### src/rtl/v_reg_drain_if.sv
// Interface bundling the start command, register-file read port and output
// beat stream of the vector register drain.
interface v_reg_drain_if #(
    parameter int unsigned vlen_p  = 8,
    parameter int unsigned vdw_p   = 32,
    parameter int unsigned lanes_p = 4
);
    localparam int unsigned addr_width_lp = $clog2(vlen_p);
    localparam int unsigned vl_width_lp   = $clog2(vlen_p + 1);

    logic                             start_v_i;
    logic                             start_ready_o;
    logic [vl_width_lp-1:0]           vl_i;
    logic [lanes_p*addr_width_lp-1:0] r_addr_o;
    logic [lanes_p*vdw_p-1:0]         r_data_i;
    logic                             data_v_o;
    logic                             data_ready_i;
    logic [lanes_p*vdw_p-1:0]         data_o;
    logic [lanes_p-1:0]               data_mask_o;
    logic                             data_last_o;
    logic                             busy_o;

    // Drain side: takes commands and read data, drives addresses and beats.
    modport master (
        input  start_v_i, vl_i, r_data_i, data_ready_i,
        output start_ready_o, r_addr_o, data_v_o, data_o, data_mask_o,
               data_last_o, busy_o
    );

    // Environment side: issues commands, serves reads, consumes beats.
    modport slave (
        output start_v_i, vl_i, r_data_i, data_ready_i,
        input  start_ready_o, r_addr_o, data_v_o, data_o, data_mask_o,
               data_last_o, busy_o
    );
endinterface

### src/rtl/v_reg_drain.sv
// Read-side initiator for the banked vector register file: walks the first vl
// elements lanes_p at a time and presents them as a registered beat stream.
module v_reg_drain #(
    parameter int unsigned vlen_p  = 8,
    parameter int unsigned vdw_p   = 32,
    parameter int unsigned lanes_p = 4
) (
    input  logic          clk_i,
    input  logic          reset_n_i,
    v_reg_drain_if.master bus
);
    localparam int unsigned addr_width_lp = $clog2(vlen_p);
    localparam int unsigned vl_width_lp   = $clog2(vlen_p + 1);
    localparam int unsigned beats_lp      = vlen_p / lanes_p;
    localparam int unsigned lg_lanes_lp   = $clog2(lanes_p);
    localparam int unsigned bw_lp         = $clog2(beats_lp + 1);
    localparam int unsigned ew_lp         = vl_width_lp + 1;

    typedef enum logic [0:0] {IDLE, RUN} state_e;

    state_e                           r_state;
    state_e                           w_state_nxt;
    logic [bw_lp-1:0]                 r_b;
    logic [vl_width_lp-1:0]           r_vl;
    logic                             r_data_v;
    logic [lanes_p*vdw_p-1:0]         r_data;
    logic [lanes_p-1:0]               r_mask;
    logic                             r_last;

    logic [vl_width_lp-1:0]           w_vl_clamp;
    logic [ew_lp-1:0]                 w_nbeats_full;
    logic [bw_lp-1:0]                 w_nbeats;
    logic [lanes_p*addr_width_lp-1:0] w_addr;
    logic [lanes_p-1:0]               w_mask;
    logic                             w_load;
    logic                             w_pop;
    logic                             w_start_ready;
    logic                             w_busy;

    assign w_vl_clamp    = (bus.vl_i > vl_width_lp'(vlen_p)) ? vl_width_lp'(vlen_p) : bus.vl_i;
    assign w_nbeats_full = ({1'b0, r_vl} + ew_lp'(lanes_p - 1)) >> lg_lanes_lp;
    assign w_nbeats      = bw_lp'(w_nbeats_full);

    // Per-lane element index: address to the bank and liveness against vl.
    always_comb begin
        w_addr = '0;
        w_mask = '0;
        for (int unsigned i = 0; i < lanes_p; i++) begin
            w_addr[i*addr_width_lp +: addr_width_lp] =
                (addr_width_lp'(r_b) << lg_lanes_lp) + addr_width_lp'(i);
            w_mask[i] = ((ew_lp'(r_b) << lg_lanes_lp) + ew_lp'(i)) < {1'b0, r_vl};
        end
    end

    // State register.
    always_ff @(posedge clk_i or negedge reset_n_i) begin
        if (!reset_n_i) r_state <= IDLE;
        else            r_state <= w_state_nxt;
    end

    // Next-state, handshake and load/pop decode.
    always_comb begin
        w_state_nxt   = r_state;
        w_start_ready = 1'b0;
        w_busy        = 1'b0;
        w_pop         = r_data_v && bus.data_ready_i;
        w_load        = 1'b0;
        case (r_state)
            IDLE: begin
                w_start_ready = 1'b1;
                if (bus.start_v_i && (w_vl_clamp != '0)) w_state_nxt = RUN;
            end
            RUN: begin
                w_busy = 1'b1;
                w_load = (r_b < w_nbeats) && (!r_data_v || bus.data_ready_i);
                if (w_pop && r_last) w_state_nxt = IDLE;
            end
            default: w_state_nxt = IDLE;
        endcase
    end

    // Beat counter, command length and output beat registers.
    always_ff @(posedge clk_i or negedge reset_n_i) begin
        if (!reset_n_i) begin
            r_b      <= '0;
            r_vl     <= '0;
            r_data_v <= 1'b0;
            r_data   <= '0;
            r_mask   <= '0;
            r_last   <= 1'b0;
        end else begin
            // b is rewound on the way back to IDLE so the idle address is lane-aligned at 0.
            if (r_state == IDLE && bus.start_v_i) begin
                r_vl <= w_vl_clamp;
                r_b  <= '0;
            end else if (w_load) begin
                r_b <= r_b + bw_lp'(1);
            end else if (r_state == RUN && w_state_nxt == IDLE) begin
                r_b <= '0;
            end

            if (w_load) begin
                for (int unsigned i = 0; i < lanes_p; i++) begin
                    r_data[i*vdw_p +: vdw_p] <= w_mask[i] ? bus.r_data_i[i*vdw_p +: vdw_p] : '0;
                end
                r_mask   <= w_mask;
                r_last   <= (r_b == (w_nbeats - bw_lp'(1)));
                r_data_v <= 1'b1;
            end else if (w_pop) begin
                r_data_v <= 1'b0;
            end
        end
    end

    assign bus.start_ready_o = w_start_ready;
    assign bus.busy_o        = w_busy;
    assign bus.r_addr_o      = w_addr;
    assign bus.data_v_o      = r_data_v;
    assign bus.data_o        = r_data;
    assign bus.data_mask_o   = r_mask;
    assign bus.data_last_o   = r_last;
endmodule

### src/flat_wrapper.sv
// flat-port wrapper written by rule: the top's interface ports become plain ports
module v_reg_drain_flat 
#(
    parameter int unsigned vlen_p  = 8,
    parameter int unsigned vdw_p   = 32,
    parameter int unsigned lanes_p = 4
)
  (clk_i, reset_n_i, bus_start_v_i, bus_vl_i, bus_r_data_i, bus_data_ready_i, bus_start_ready_o, bus_r_addr_o, bus_data_v_o, bus_data_o, bus_data_mask_o, bus_data_last_o, bus_busy_o);
  v_reg_drain_if #(.vlen_p(vlen_p), .vdw_p(vdw_p), .lanes_p(lanes_p)) bus_i ();
  input  logic clk_i;
  input  logic reset_n_i;
  input wire logic [$bits(bus_i.start_v_i)-1:0] bus_start_v_i;
  input wire logic [$bits(bus_i.vl_i)-1:0] bus_vl_i;
  input wire logic [$bits(bus_i.r_data_i)-1:0] bus_r_data_i;
  input wire logic [$bits(bus_i.data_ready_i)-1:0] bus_data_ready_i;
  output wire logic [$bits(bus_i.start_ready_o)-1:0] bus_start_ready_o;
  output wire logic [$bits(bus_i.r_addr_o)-1:0] bus_r_addr_o;
  output wire logic [$bits(bus_i.data_v_o)-1:0] bus_data_v_o;
  output wire logic [$bits(bus_i.data_o)-1:0] bus_data_o;
  output wire logic [$bits(bus_i.data_mask_o)-1:0] bus_data_mask_o;
  output wire logic [$bits(bus_i.data_last_o)-1:0] bus_data_last_o;
  output wire logic [$bits(bus_i.busy_o)-1:0] bus_busy_o;
  assign bus_i.start_v_i = bus_start_v_i;
  assign bus_i.vl_i = bus_vl_i;
  assign bus_i.r_data_i = bus_r_data_i;
  assign bus_i.data_ready_i = bus_data_ready_i;
  assign bus_start_ready_o = bus_i.start_ready_o;
  assign bus_r_addr_o = bus_i.r_addr_o;
  assign bus_data_v_o = bus_i.data_v_o;
  assign bus_data_o = bus_i.data_o;
  assign bus_data_mask_o = bus_i.data_mask_o;
  assign bus_data_last_o = bus_i.data_last_o;
  assign bus_busy_o = bus_i.busy_o;
  v_reg_drain #(.vlen_p(vlen_p), .vdw_p(vdw_p), .lanes_p(lanes_p)) u_core (.clk_i(clk_i), .reset_n_i(reset_n_i), .bus(bus_i));
endmodule
### config.mk
export PLATFORM = sky130hd
export DESIGN_NAME = v_reg_drain_flat
export DESIGN_NICKNAME = d
export VERILOG_FILES = /design/src/rtl/v_reg_drain_if.sv /design/src/rtl/v_reg_drain.sv /design/src/flat_wrapper.sv
export SDC_FILE = /design/constraint.sdc
export NUM_CORES = 1
export LEC_CHECK = 0
export ABC_CLOCK_PERIOD_IN_PS = 2800
export CAP_MARGIN = 20
export CORE_MARGIN = 10
export CORE_UTILIZATION = 43
export DETAILED_ROUTE_END_ITERATION = 16
export PLACE_DENSITY = 0.83
export SYNTH_ARGS = -nofsm -noshare
export SYNTH_HDL_FRONTEND = slang
export SYNTH_SLANG_ARGS = --single-unit
### constraint.sdc
create_clock -name clk_i -period 2.8 [get_ports clk_i]
set_clock_uncertainty 0.15 [all_clocks]
set_input_delay 0.56 -clock clk_i [delete_from_list [all_inputs] [get_ports clk_i]]
set_output_delay 0.56 -clock clk_i [all_outputs]
set_load 0.01 [all_outputs]
==> results by group, run 1 <==
Power
  – Sw Pwr: 5.18 mW
  – Clk pwr share: 0.156
  – Sequential Power Share: 0.257
  – Cell Pwr Density: 1300 nW/um^2
  – Gate power share: 0.587
  – Pleak: 4.52 nW
  – Sw frac: 0.396
  – VDD IR max: between 0.7 and 0.8 mV
  – Int Pwr: approximately 7.9 mW

Routing
  – Vias/cell: 5.32
  – Via count: around 5500
  – DRT Pass-1 Iters: 4
  – Residual DRC count: 0
  – Total wire length: ~21 mm
  – Final ANT Viol Nets: 0
  – DRT iter0 DRCs: 310
  – Wl on met1: ~8.3 mm
  – DR top layer: met4
  – Met3 WL: approximately 2.7 mm
  – Avg WL per Cell: ~20 um
  – Met2 WL: 9.46 mm

Worst setup path
  – Startpoint types: flip-flop
  – Worst Path Arrival: between 2 and 2.5 ns
  – Peak fanout along the critical path: 47
  – Worst Setup End Kind: flip-flop
  – WP data required: about 3.0 ns
  – CP Class: flip-flop to flip-flop

Status
  – Outcome: complete, no violations

Synth
  – Seq/Total Area, Yosys: 0.527
  – Cell Area, Synth: about 6700 um^2
  – Ys flop type: dfrtp_1
  – Top cells by count, synth: dfrtp_1 (141), inv_1 (72), and3_1 (66), a31oi_1 (65), mux2_1 (55)
  – Seq cells post-synth: 141
  – Synth top area share: 0.527
  – Synth unique cells: 33
  – Biggest area consumer among synthesized cells: dfrtp_1
  – Fraction of registers with async set/reset: 1.00
  – Most common cell in the netlist: dfrtp_1
  – Gate Count Post-Synth: 594
  – Synth Area per Inst: approximately 11 um^2
  – Synth top area cells: dfrtp_1 (53%), mux2_1 (9.3%), a31o_1 (6.5%)
  – Post-synth EDFFs: 0
  – YS warnings: 0

Layout
  – FILL cells: about 1200
  – Nets: ~980
  – Multi-input gate area: 2510 um^2
  – Register area: roughly 3500 um^2
  – Area delta synth->final: 50.2%
  – N_diodes: 0
  – Final std cells w/o fill: just over 1000
  – Share of layout cells above drive strength 1: 0.0884
  – Final Util: 0.661

Floorplanning
  – Rows: 45
  – Die Y: ~140 um
  – Die area: around 21000 um^2
  – Initial core utilization: 0.440
  – Die width: around 140 um
  – Core Box Area: about 15000 um^2
  – I/O pin count: 284

Clocking
  – Total CTS buffers: 17
  – Clock buffer depth: 2
  – H-Tree Depth: 4
  – Clk pin slew, worst setup/hold paths: about 0.060 ns
  – CTS tree: built
  – Post-CTS sizing: 0
  – Clk root buf: clkbuf_16
  – Clk sinks: between 100 and 150
  – Clk Latency, worst-skew pair: 0.41 ns

Global routing
  – GRT Total Usage: 0.192
  – First-pass GRT wire length: ~32 mm
  – Vias in the first global route: around 5700
  – Antenna violations before repair: 0
  – Overflow left after global routing: 0
  – Pin count of the biggest net entering global routing: 68

Timing
  – Setup violators final: 0
  – Slew headroom: 0.648
  – Max frequency: about 440 MHz
  – Slew Limit Fails: 0
  – Final WS setup: approximately 0.51 ns
  – Hold Violations, Final: 0
  – Crit share post-route: 0.816
  – Post-layout min period: between 2 and 2.5 ns
  – RSZ-0062 raised after global routing: no
  – Slew of the pin with the lowest slew margin: between 0.5 and 0.6 ns
  – Worst Hold Slack: 0.330 ns
  – Setup_tns: 0 ns

Place
  – Cells after DPL: around 1000
  – Post-Place Worst Slack: about 0.44 ns
  – Hpwl dp: between 10 and 15 mm
  – GP Congestion: approximately 0.82
  – Port bufs: roughly 280

Run
  – Max-cap violations: 0

Worst hold path
  – Min-Delay Path Class: flip-flop to flip-flop
==> logic make-up (layout without fill, tap and decap cells) <==
family,count (synthesis),after routing,synth area share
XOR/XNOR,4,4,0.00524
multiplexers,69,69,0.116
AND/OR/NAND/NOR,89,89,0.0813
buffers and inverters,144,392,0.105
flip-flops,141,141,0.527
other,2,8,0.00112
adder cells (fa/ha/maj),5,5,0.00935
AO/OA/AOI/OAI,140,140,0.155
==> cell type report <==
cell class              count  area share
clock buffers              24      0.0499
well taps                 188      0.0234
inverters                  72      0.0269
clock inverters             5     0.00349
flip-flops and latches    141       0.351
repair buffers            291       0.295
multi-input cells         315       0.250
==> cells in the final DEF, fill, tap and decap left out, types with 2 or more instances in the layout <==
cell type / count
buf_12: 7
nand2_1: 7
buf_4: 8
a31o_1: 50
inv_1: 72
mux2_1: 55
xnor2_1: 3
clkbuf_1: 2
nand2b_2: 2
clkdlybuf4s50_1: 274
clkbuf_8: 5
mux2i_1: 2
nand4b_1: 2
conb_1: 8
nand2b_1: 4
clkbuf_16: 17
and3_1: 65
nor2_1: 3
clkinvlp_4: 4
o21ai_0: 3
a21oi_1: 2
a31o_2: 14
ha_1: 5
a31oi_1: 65
dfrtp_1: 141
mux2_2: 12
==> power by group through the flow <==
| stage | logic [mW] | clock network, mW | registers [mW] |
|---|---|---|---|
| global placement | 7.66 | 0 | 3.35 |
| finish | 7.67 | 2.04 | 3.36 |
| CTS | 7.79 | 2.08 | 3.37 |
| global route | 8.31 | 2.18 | 3.47 |
| detailed placement | 7.76 | 0 | 3.39 |
| floorplan | 4.61 | 0 | 3.69 |
==> final timing paths <==
kind	start	depth (start not counted)	to	slack, ns
max	u_core.r_vl[2]	8	u_core.bus.data_o[70]	0.51
min	u_core.bus.data_o[57]	1	u_core.bus.data_o[57]	0.33
max reg2reg	u_core.r_vl[2]	8	u_core.bus.data_o[70]	0.51
min reg2reg	u_core.bus.data_o[57]	1	u_core.bus.data_o[57]	0.33
max in group asynchronous	reset_n_i	3	u_core.bus.data_mask_o[1]	1.38
min in group asynchronous	reset_n_i	2	u_core.bus.data_o[44]	0.50
==> registers in the layout, indices dropped and copies added, names as in the netlist <==
signal and flops:
u_core.bus.data_last_o 1, u_core.bus.data_mask_o 4, u_core.bus.data_o 128, u_core.bus.data_v_o 1
u_core.r_b 2, u_core.r_state 1, u_core.r_vl 4
==> metal layers <==
layer  vias up  global-route usage
li1       2570                   -
met1      2666               0.224
met2       260               0.298
met3        12               0.105
met4         0              0.0543
met5         -                   0
==> what timing repair did <==
item,CTS,global route
setup buffers,0,0
hold buffers,1,0
hold endpoints to repair,45,0
==> worst max-delay path, stage by stage (launching register included) <==
cell and delay, ns:
dfrtp_1 0.39, inv_1 0.07, nor2_1 0.17, xnor2_1 0.14, ha_1 0.26, nand2b_2 0.11, and3_4 0.23, buf_4 0.45
a31o_2 0.24
==> through the flow <==
stage	power (mW)	instance area (um^2)
floorplan	8.30	6710
global route	14.0	10000
CTS	13.2	10000
finish	13.1	10000
global placement	11.0	9500
detailed placement	11.1	9500
Power figures use the tool's default switching activity.
==> inputs of run 2 (changes only) <==
ABC_CLOCK_PERIOD_IN_PS = 1900   (was 2800)
CORE_UTILIZATION = 39   (was 43)
PLACE_DENSITY = 0.79   (was 0.83)
clock period = 1.9 ns   (was 2.8 ns; I/O delays follow)
==> run 2 against run 1 <==
Against the previous run: the run now ends with setup timing left; cell area rose by 12%; final cell count rose by 8.0%; critical endpoint is now u_core.bus.data_o[21]; combinational power rose by 100%; sequential power rose by 47%; clock power rose by 70%; first-iteration DRC count fell by 2.3%; via count rose by 4.8%.
==> results by group, run 2 (synthesis gave the netlist of run 1 again) <==
Global routing
  – Overflow left after global routing: 0 (unchanged)
  – GR Util met2: 0.294 (was 0.298)
  – Antenna violations before repair: 0 (unchanged)
  – Met3 Use GR: 0.0826 (was 0.105)
  – GRT Total Usage: 0.181 (was 0.192)
  – Met1 Track Usage GR: 0.212 (was 0.224)
  – Vias in the first global route: 5898 (was 5749)
  – Grt peak-use layer: met2 (unchanged)
  – Pin count of the biggest net entering global routing: 55 (was 68)
  – First-pass GRT wire length: 32.6 mm (was 31.6 mm)

Routing
  – Vias/cell: 5.16 (was 5.32)
  – Final ANT Viol Nets: 0 (unchanged)
  – Residual DRC count: 0 (unchanged)
  – DRT iter0 DRCs: 303 (was 310)
  – Total wire length: 23.3 mm (was 20.7 mm)
  – Via count: 5771 (was 5508)
  – DRT Pass-1 Iters: 4 (unchanged)
  – Avg WL per Cell: 20.8 um (was 20.0 um)

Clocking
  – Clock buffer depth: 2 (unchanged)
  – Total CTS buffers: 17 (unchanged)
  – Clk sinks: 141 (unchanged)
  – Clk root buf: clkbuf_16 (unchanged)
  – CTS tree: built (unchanged)
  – Clk Latency, worst-skew pair: 0.41 ns (about the same)
  – H-Tree Depth: 4 (unchanged)
  – Clk pin slew, worst setup/hold paths: 0.06 ns (about the same)

Worst setup path
  – Worst Setup End Kind: flip-flop (unchanged)
  – Buf/Inv on CP: 2 (unchanged)
  – WP data required: 2.04 ns (was 3.00 ns)
  – Peak fanout along the critical path: 9 (was 47)
  – Startpoint types: flip-flop (unchanged)
  – Crit path largest cell delay: 0.40 ns (was 0.45 ns)
  – Cell chain of the critical path: nor2_1, nor2_2, xnor2_1, ha_1, nand2b_4, and3_4, buf_4, clkbuf_16, mux2_1 (was inv_1, nor2_1, xnor2_1, ha_1, nand2b_2, and3_4, buf_4, a31o_2)
  – CP Class: flip-flop to flip-flop (unchanged)
  – Crit-path leading delay family: simple AND/OR/NAND/NOR gates (was buffers and inverters)
  – CP max stage cell: dfrtp_1 (was buf_4)
  – Worst Path Arrival: 2.39 ns (was 2.48 ns)

Layout
  – FILL cells: 1263 (was 1164)
  – Cell area after layout: 11200 um^2 (was 10000 um^2)
  – Final std cells w/o fill: 1119 (was 1036)
  – Final Util: 0.672 (was 0.661)
  – Most frequent cells in the layout: clkdlybuf4s50_1 (217), dfrtp_1 (141), inv_1 (71) (was clkdlybuf4s50_1 (274), dfrtp_1 (141), inv_1 (72))
  – Commonest non-fill, non-tap cell in the layout: clkdlybuf4s50_1 (unchanged)
  – Area delta synth->final: 67.8% (was 50.2%)
  – Max FFs per register: 128 (unchanged)
  – Share of layout cells above drive strength 1: 0.167 (was 0.0884)
  – N_diodes: 0 (unchanged)
  – Nets: 1027 (was 979)

Power
  – Tot Pwr: 23.8 mW (was 13.1 mW)
  – Pleak: 5.69 nW (was 4.52 nW)
  – VDD IR max: 1.34 mV (was 0.750 mV)
  – Clk pwr share: 0.146 (was 0.156)
  – Sw frac: 0.373 (was 0.396)
  – Gate power share: 0.647 (was 0.587)
  – Sequential Power Share: 0.207 (was 0.257)
  – Sw Pwr: 8.88 mW (was 5.18 mW)
  – Cell Pwr Density: 2120 nW/um^2 (was 1300 nW/um^2)
  – Int Pwr: 14.9 mW (was 7.89 mW)

Timing
  – Setup_tns: -37.95 ns (was 0 ns)
  – Crit share post-route: 1.18 (was 0.816)
  – Worst Hold Slack: 0.313 ns (was 0.330 ns)
  – Max frequency: 444 MHz (was 438 MHz)
  – Hold Violations, Final: 0 (unchanged)
  – Slew Limit Fails: 0 (unchanged)
  – RSZ-0062 raised after global routing: yes (was no)
  – Post-layout min period: 2.25 ns (was 2.29 ns)
  – Setup violators final: 135 (was 0)
  – Final WS setup: -0.350 ns (was 0.514 ns)

Place
  – Port bufs: 275 (unchanged)
  – Area post-placement: 9820 um^2 (was 9500 um^2)
  – Hpwl dp: 15.4 mm (was 14.7 mm)
  – GP Congestion: 0.812 (was 0.824)
  – Cells after DPL: 1061 (was 1006)
  – Post-Place Worst Slack: -0.316 ns (was 0.443 ns)

Floorplanning
  – Die area: 22800 um^2 (was 21000 um^2)
  – I/O pin count: 284 (unchanged)
  – Die Y: 151 um (was 145 um)
  – Die width: 151 um (was 145 um)
  – Rows: 47 (was 45)
  – Core Box Area: 16700 um^2 (was 15200 um^2)
  – Initial core utilization: 0.401 (was 0.440)

Status
  – Violated checks: setup timing
  – Outcome: complete, but fails checks (was complete, no violations)

Worst hold path
  – Min-Delay Path Class: input port to asynchronous set/reset pin (was flip-flop to flip-flop)

Run
  – Max-cap violations: 0 (unchanged)
## run 2: cell count changes in the layout (fill, tap and decap cells not counted), sizes merged
cell,delta
buf,+38
clkinv,+3
dlygate4sd2,+13
clkbuf,+10
clkdlybuf4s50,-57
dlymetal6s2s,+44
clkinvlp,-3
bufinv,+3
## run 2: power by group through the flow
stage	Clock, mW	Combinational (mW)	Sequential (mW)
after floorplan	0	6.81	5.44
after global placement	0	12.1	4.93
after detailed placement	0	12.2	4.97
after CTS	3.55	12.3	4.93
after global routing	3.67	16.6	5.07
final	3.47	15.4	4.94
## run 2: routing by layer
| layer | wire length [um] | vias up |
|---|---|---|
| li1 | - | 2673 |
| met2 | 11200 | 256 |
| met4 | 259 | 0 |
| met1 | 9130 | 2824 |
| met3 | 2700 | 18 |
| met5 | 0 | - |
## run 2: timing repair
| item | 4_1_cts | 5_1_grt |
|---|---|---|
| pin swaps | 0 | 43 |
| buffers inserted | 1 | 14 |
| gates resized for setup | 16 | 104 |
| endpoints found under the setup margin | 148 | 180 |
| hold endpoints to repair | 31 | 0 |
| cloned | 0 | 12 |
| hold buffers | 1 | 0 |
## run 2: path summary, 6_finish.rpt
check,depth (start not counted),endpoint,start,slack (ns)
max,9,u_core.bus.data_o[21],u_core.r_vl[1],-0.35
min,2,u_core.bus.data_o[6],reset_n_i,0.31
max reg2reg,9,u_core.bus.data_o[21],u_core.r_vl[1],-0.35
min reg2reg,1,u_core.bus.data_o[32],u_core.bus.data_o[32],0.33
max in group asynchronous,3,u_core.bus.data_o[36],reset_n_i,0.76
min in group clk_i,1,u_core.bus.data_o[32],u_core.bus.data_o[32],0.33
## run 2: final cells by class
class	instances	area, um^2	area share
Timing Repair Buffer	339	3830	0.341
Sequential cell	141	3530	0.314
Multi-Input combinational cell	315	2710	0.242
Clock buffer	24	482	0.0429
Tap cell	220	275	0.0245
Inverter	72	270	0.0241
Clock inverter	8	133	0.0118
==> inputs of run 3 (changes only) <==
CORE_MARGIN = 2   (was 10)
==> run 3 against run 2 <==
Against the previous run: the run still ends with setup timing left; setup slack better by 0.047 ns; register-to-register slack better by 0.05 ns; non-clock buffer count down 13; critical endpoint is now u_core.bus.data_o[23]; combinational power down 13%; clock power about the same.
==> results by group, run 3 (synthesis gave the netlist of run 1 again) <==
Worst setup path
  – WP data required: 2.04 ns (about the same)
  – Crit-path leading delay family: simple AND/OR/NAND/NOR gates (unchanged)
  – CP Class: flip-flop to flip-flop (unchanged)
  – CP max stage cell: dfrtp_1 (unchanged)
  – Worst Setup End Kind: flip-flop (unchanged)
  – Crit path largest cell delay: 0.41 ns (was 0.40 ns)
  – Stages on worst setup path: 9 (unchanged)
  – Cell chain of the critical path: inv_1, nor2_2, xnor2_1, ha_1, nand2b_2, and3_4, buf_6, buf_12, mux2_2 (was nor2_1, nor2_2, xnor2_1, ha_1, nand2b_4, and3_4, buf_4, clkbuf_16, mux2_1)
  – Startpoint types: flip-flop (unchanged)
  – Worst Path Arrival: 2.35 ns (was 2.39 ns)
  – Reg2Reg Depth: 9 (unchanged)
  – Peak fanout along the critical path: 8 (was 9)
  – Buf/Inv on CP: 3 (was 2)

Global routing
  – Vias in the first global route: 5724 (was 5898)
  – First-pass GRT wire length: 29.9 mm (was 32.6 mm)
  – GRT Total Usage: 0.208 (was 0.181)
  – Antenna violations before repair: 0 (unchanged)
  – Pin count of the biggest net entering global routing: 59 (was 55)
  – Overflow left after global routing: 0 (unchanged)

Clocking
  – Clock buffer depth: 2 (unchanged)
  – Clk Latency, worst-skew pair: 0.41 ns (about the same)
  – Clk sinks: 141 (unchanged)
  – Clk root buf: clkbuf_16 (unchanged)
  – CTS tree: built (unchanged)
  – H-Tree Depth: 4 (unchanged)
  – Total CTS buffers: 17 (unchanged)
  – Clk pin slew, worst setup/hold paths: 0.06 ns (about the same)

Floorplanning
  – Initial core utilization: 0.401 (unchanged)
  – Die area: 18200 um^2 (was 22800 um^2)
  – Core Box Area: 16700 um^2 (unchanged)
  – Rows: 47 (unchanged)
  – Die width: 135 um (was 151 um)
  – Die Y: 135 um (was 151 um)
  – I/O pin count: 284 (unchanged)

Run
  – Max-cap violations: 0 (unchanged)

Layout
  – Multi-input gate area: 2550 um^2 (was 2710 um^2)
  – Cell area after layout: 10700 um^2 (was 11200 um^2)
  – Commonest non-fill, non-tap cell in the layout: clkdlybuf4s50_1 (unchanged)
  – Share of layout cells above drive strength 1: 0.135 (was 0.167)
  – N_diodes: 0 (unchanged)
  – FILL cells: 1298 (was 1263)
  – Final std cells w/o fill: 1106 (was 1119)
  – Most frequent cells in the layout: clkdlybuf4s50_1 (250), dfrtp_1 (141), inv_1 (72) (was clkdlybuf4s50_1 (217), dfrtp_1 (141), inv_1 (71))
  – Register area: 3530 um^2 (unchanged)
  – Area delta synth->final: 60.3% (was 67.8%)
  – Max FFs per register: 128 (unchanged)
  – Nets: 1014 (was 1027)

Timing
  – Final WS setup: -0.303 ns (was -0.350 ns)
  – Slew Limit Fails: 0 (unchanged)
  – Hold Violations, Final: 0 (unchanged)
  – Crit share post-route: 1.16 (was 1.18)
  – RSZ-0062 raised after global routing: yes (unchanged)
  – Max frequency: 454 MHz (was 444 MHz)
  – Setup violators final: 135 (unchanged)
  – Post-layout min period: 2.20 ns (was 2.25 ns)

Power
  – Pleak: 5.03 nW (was 5.69 nW)
  – Cell Pwr Density: 2040 nW/um^2 (was 2120 nW/um^2)
  – Tot Pwr: 21.8 mW (was 23.8 mW)
  – VDD IR max: 1.32 mV (was 1.34 mV)

Routing
  – Avg WL per Cell: 18.0 um (was 20.8 um)
  – Wl on met1: 7.96 mm (was 9.13 mm)
  – Total wire length: 19.9 mm (was 23.3 mm)
  – Vias/cell: 5.16 (about the same)
  – Via count: 5708 (was 5771)
  – Residual DRC count: 0 (unchanged)
  – Met3 WL: 1.79 mm (was 2.70 mm)
  – Met2 WL: 9.86 mm (was 11.2 mm)
  – DR top layer: met4 (unchanged)
  – Final ANT Viol Nets: 0 (unchanged)
  – DRT Pass-1 Iters: 4 (unchanged)
  – DRT iter0 DRCs: 227 (was 303)

Status
  – Violated checks: setup timing (unchanged)
  – Outcome: complete, but fails checks (unchanged)

Place
  – Cells after DPL: 1058 (was 1061)
  – Port bufs: 275 (unchanged)
  – GP Congestion: 0.772 (was 0.812)
  – Hpwl dp: 13.1 mm (was 15.4 mm)
  – Post-Place Worst Slack: -0.280 ns (was -0.316 ns)
  – Area post-placement: 9810 um^2 (was 9820 um^2)

Worst hold path
  – Min-Delay Path Class: input port to asynchronous set/reset pin (unchanged)
-- run 3: cell types whose count changed in the layout (fill, tap and decap cells not counted), sizes merged --
cell,before,now
clkbuf,34,25
buf,54,46
clkdlybuf4s50,217,250
clkinvlp,1,3
dlymetal6s2s,44,11
inv,72,74
-- run 3: layer usage --
| metal | GRT usage | vias up |
|---|---|---|
| met2 | 0.352 | 269 |
| met4 | 0.0625 | 0 |
| li1 | - | 2647 |
| met5 | 0 | - |
| met1 | 0.248 | 2767 |
| met3 | 0.0758 | 25 |
-- run 3: timing repair --
item                                    4_1_cts  5_1_grt
gates resized for setup                      20       18
buffers inserted                              1        7
cloned                                        0        7
endpoints found under the hold margin        30        0
endpoints found under the setup margin      148      147
pin swaps                                    22        3
hold buffers                                  1        0
-- run 3: stage by stage --
step / utilization / hold WS [ns] / setup TNS [ns]
finish: 0.642 / 0.284 / -34.77
global route: 0.642 / 0.311 / -49.27
CTS: 0.627 / 0.280 / -31.82
detailed placement: 0.588 / 0.165 / -32.24
global placement: 0.588 / 0.158 / -28.66
floorplan: - / -0.0656 / -33.23
-- run 3: worst paths after layout --
kind	slack [ns]	start	endpoint
hold / removal	0.28	reset_n_i	u_core.bus.data_o[25]
hold reg to reg	0.33	u_core.bus.data_mask_o[3]	u_core.bus.data_mask_o[3]
max in group asynchronous	0.76	reset_n_i	u_core.r_b[1]
setup / recovery	-0.30	u_core.r_vl[2]	u_core.bus.data_o[23]
setup reg to reg	-0.30	u_core.r_vl[2]	u_core.bus.data_o[23]
min in group clk_i	0.33	u_core.bus.data_mask_o[3]	u_core.bus.data_mask_o[3]
-- run 3: area by class of cell --
type,instances,area share
Sequential cell,141,0.329
Timing Repair Buffer,326,0.325
Multi-Input combinational cell,315,0.238
Clock buffer,20,0.0426
Tap cell,220,0.0257
Inverter,72,0.0252
Clock inverter,12,0.0150
-- run 3: worst reg2reg max path: stages, from the launching register on --
cell and delay (ns):
dfrtp_1 0.41, inv_1 0.08, nor2_2 0.14, xnor2_1 0.13, ha_1 0.25, nand2b_2 0.08
and3_4 0.19, buf_6 0.16, buf_12 0.16, mux2_2 0.34
-- run 3: where the power goes --
| group | switching (mW) | leakage, nW | internal, mW | total (mW) |
|---|---|---|---|---|
| Combinational | 6.32 | 2.92 | 7.13 | 13.4 |
| Clock | 1.31 | 0.293 | 2.15 | 3.46 |
| Sequential | 0.634 | 1.81 | 4.29 | 4.93 |
| Total | 8.27 | 5.03 | 13.6 | 21.8 |
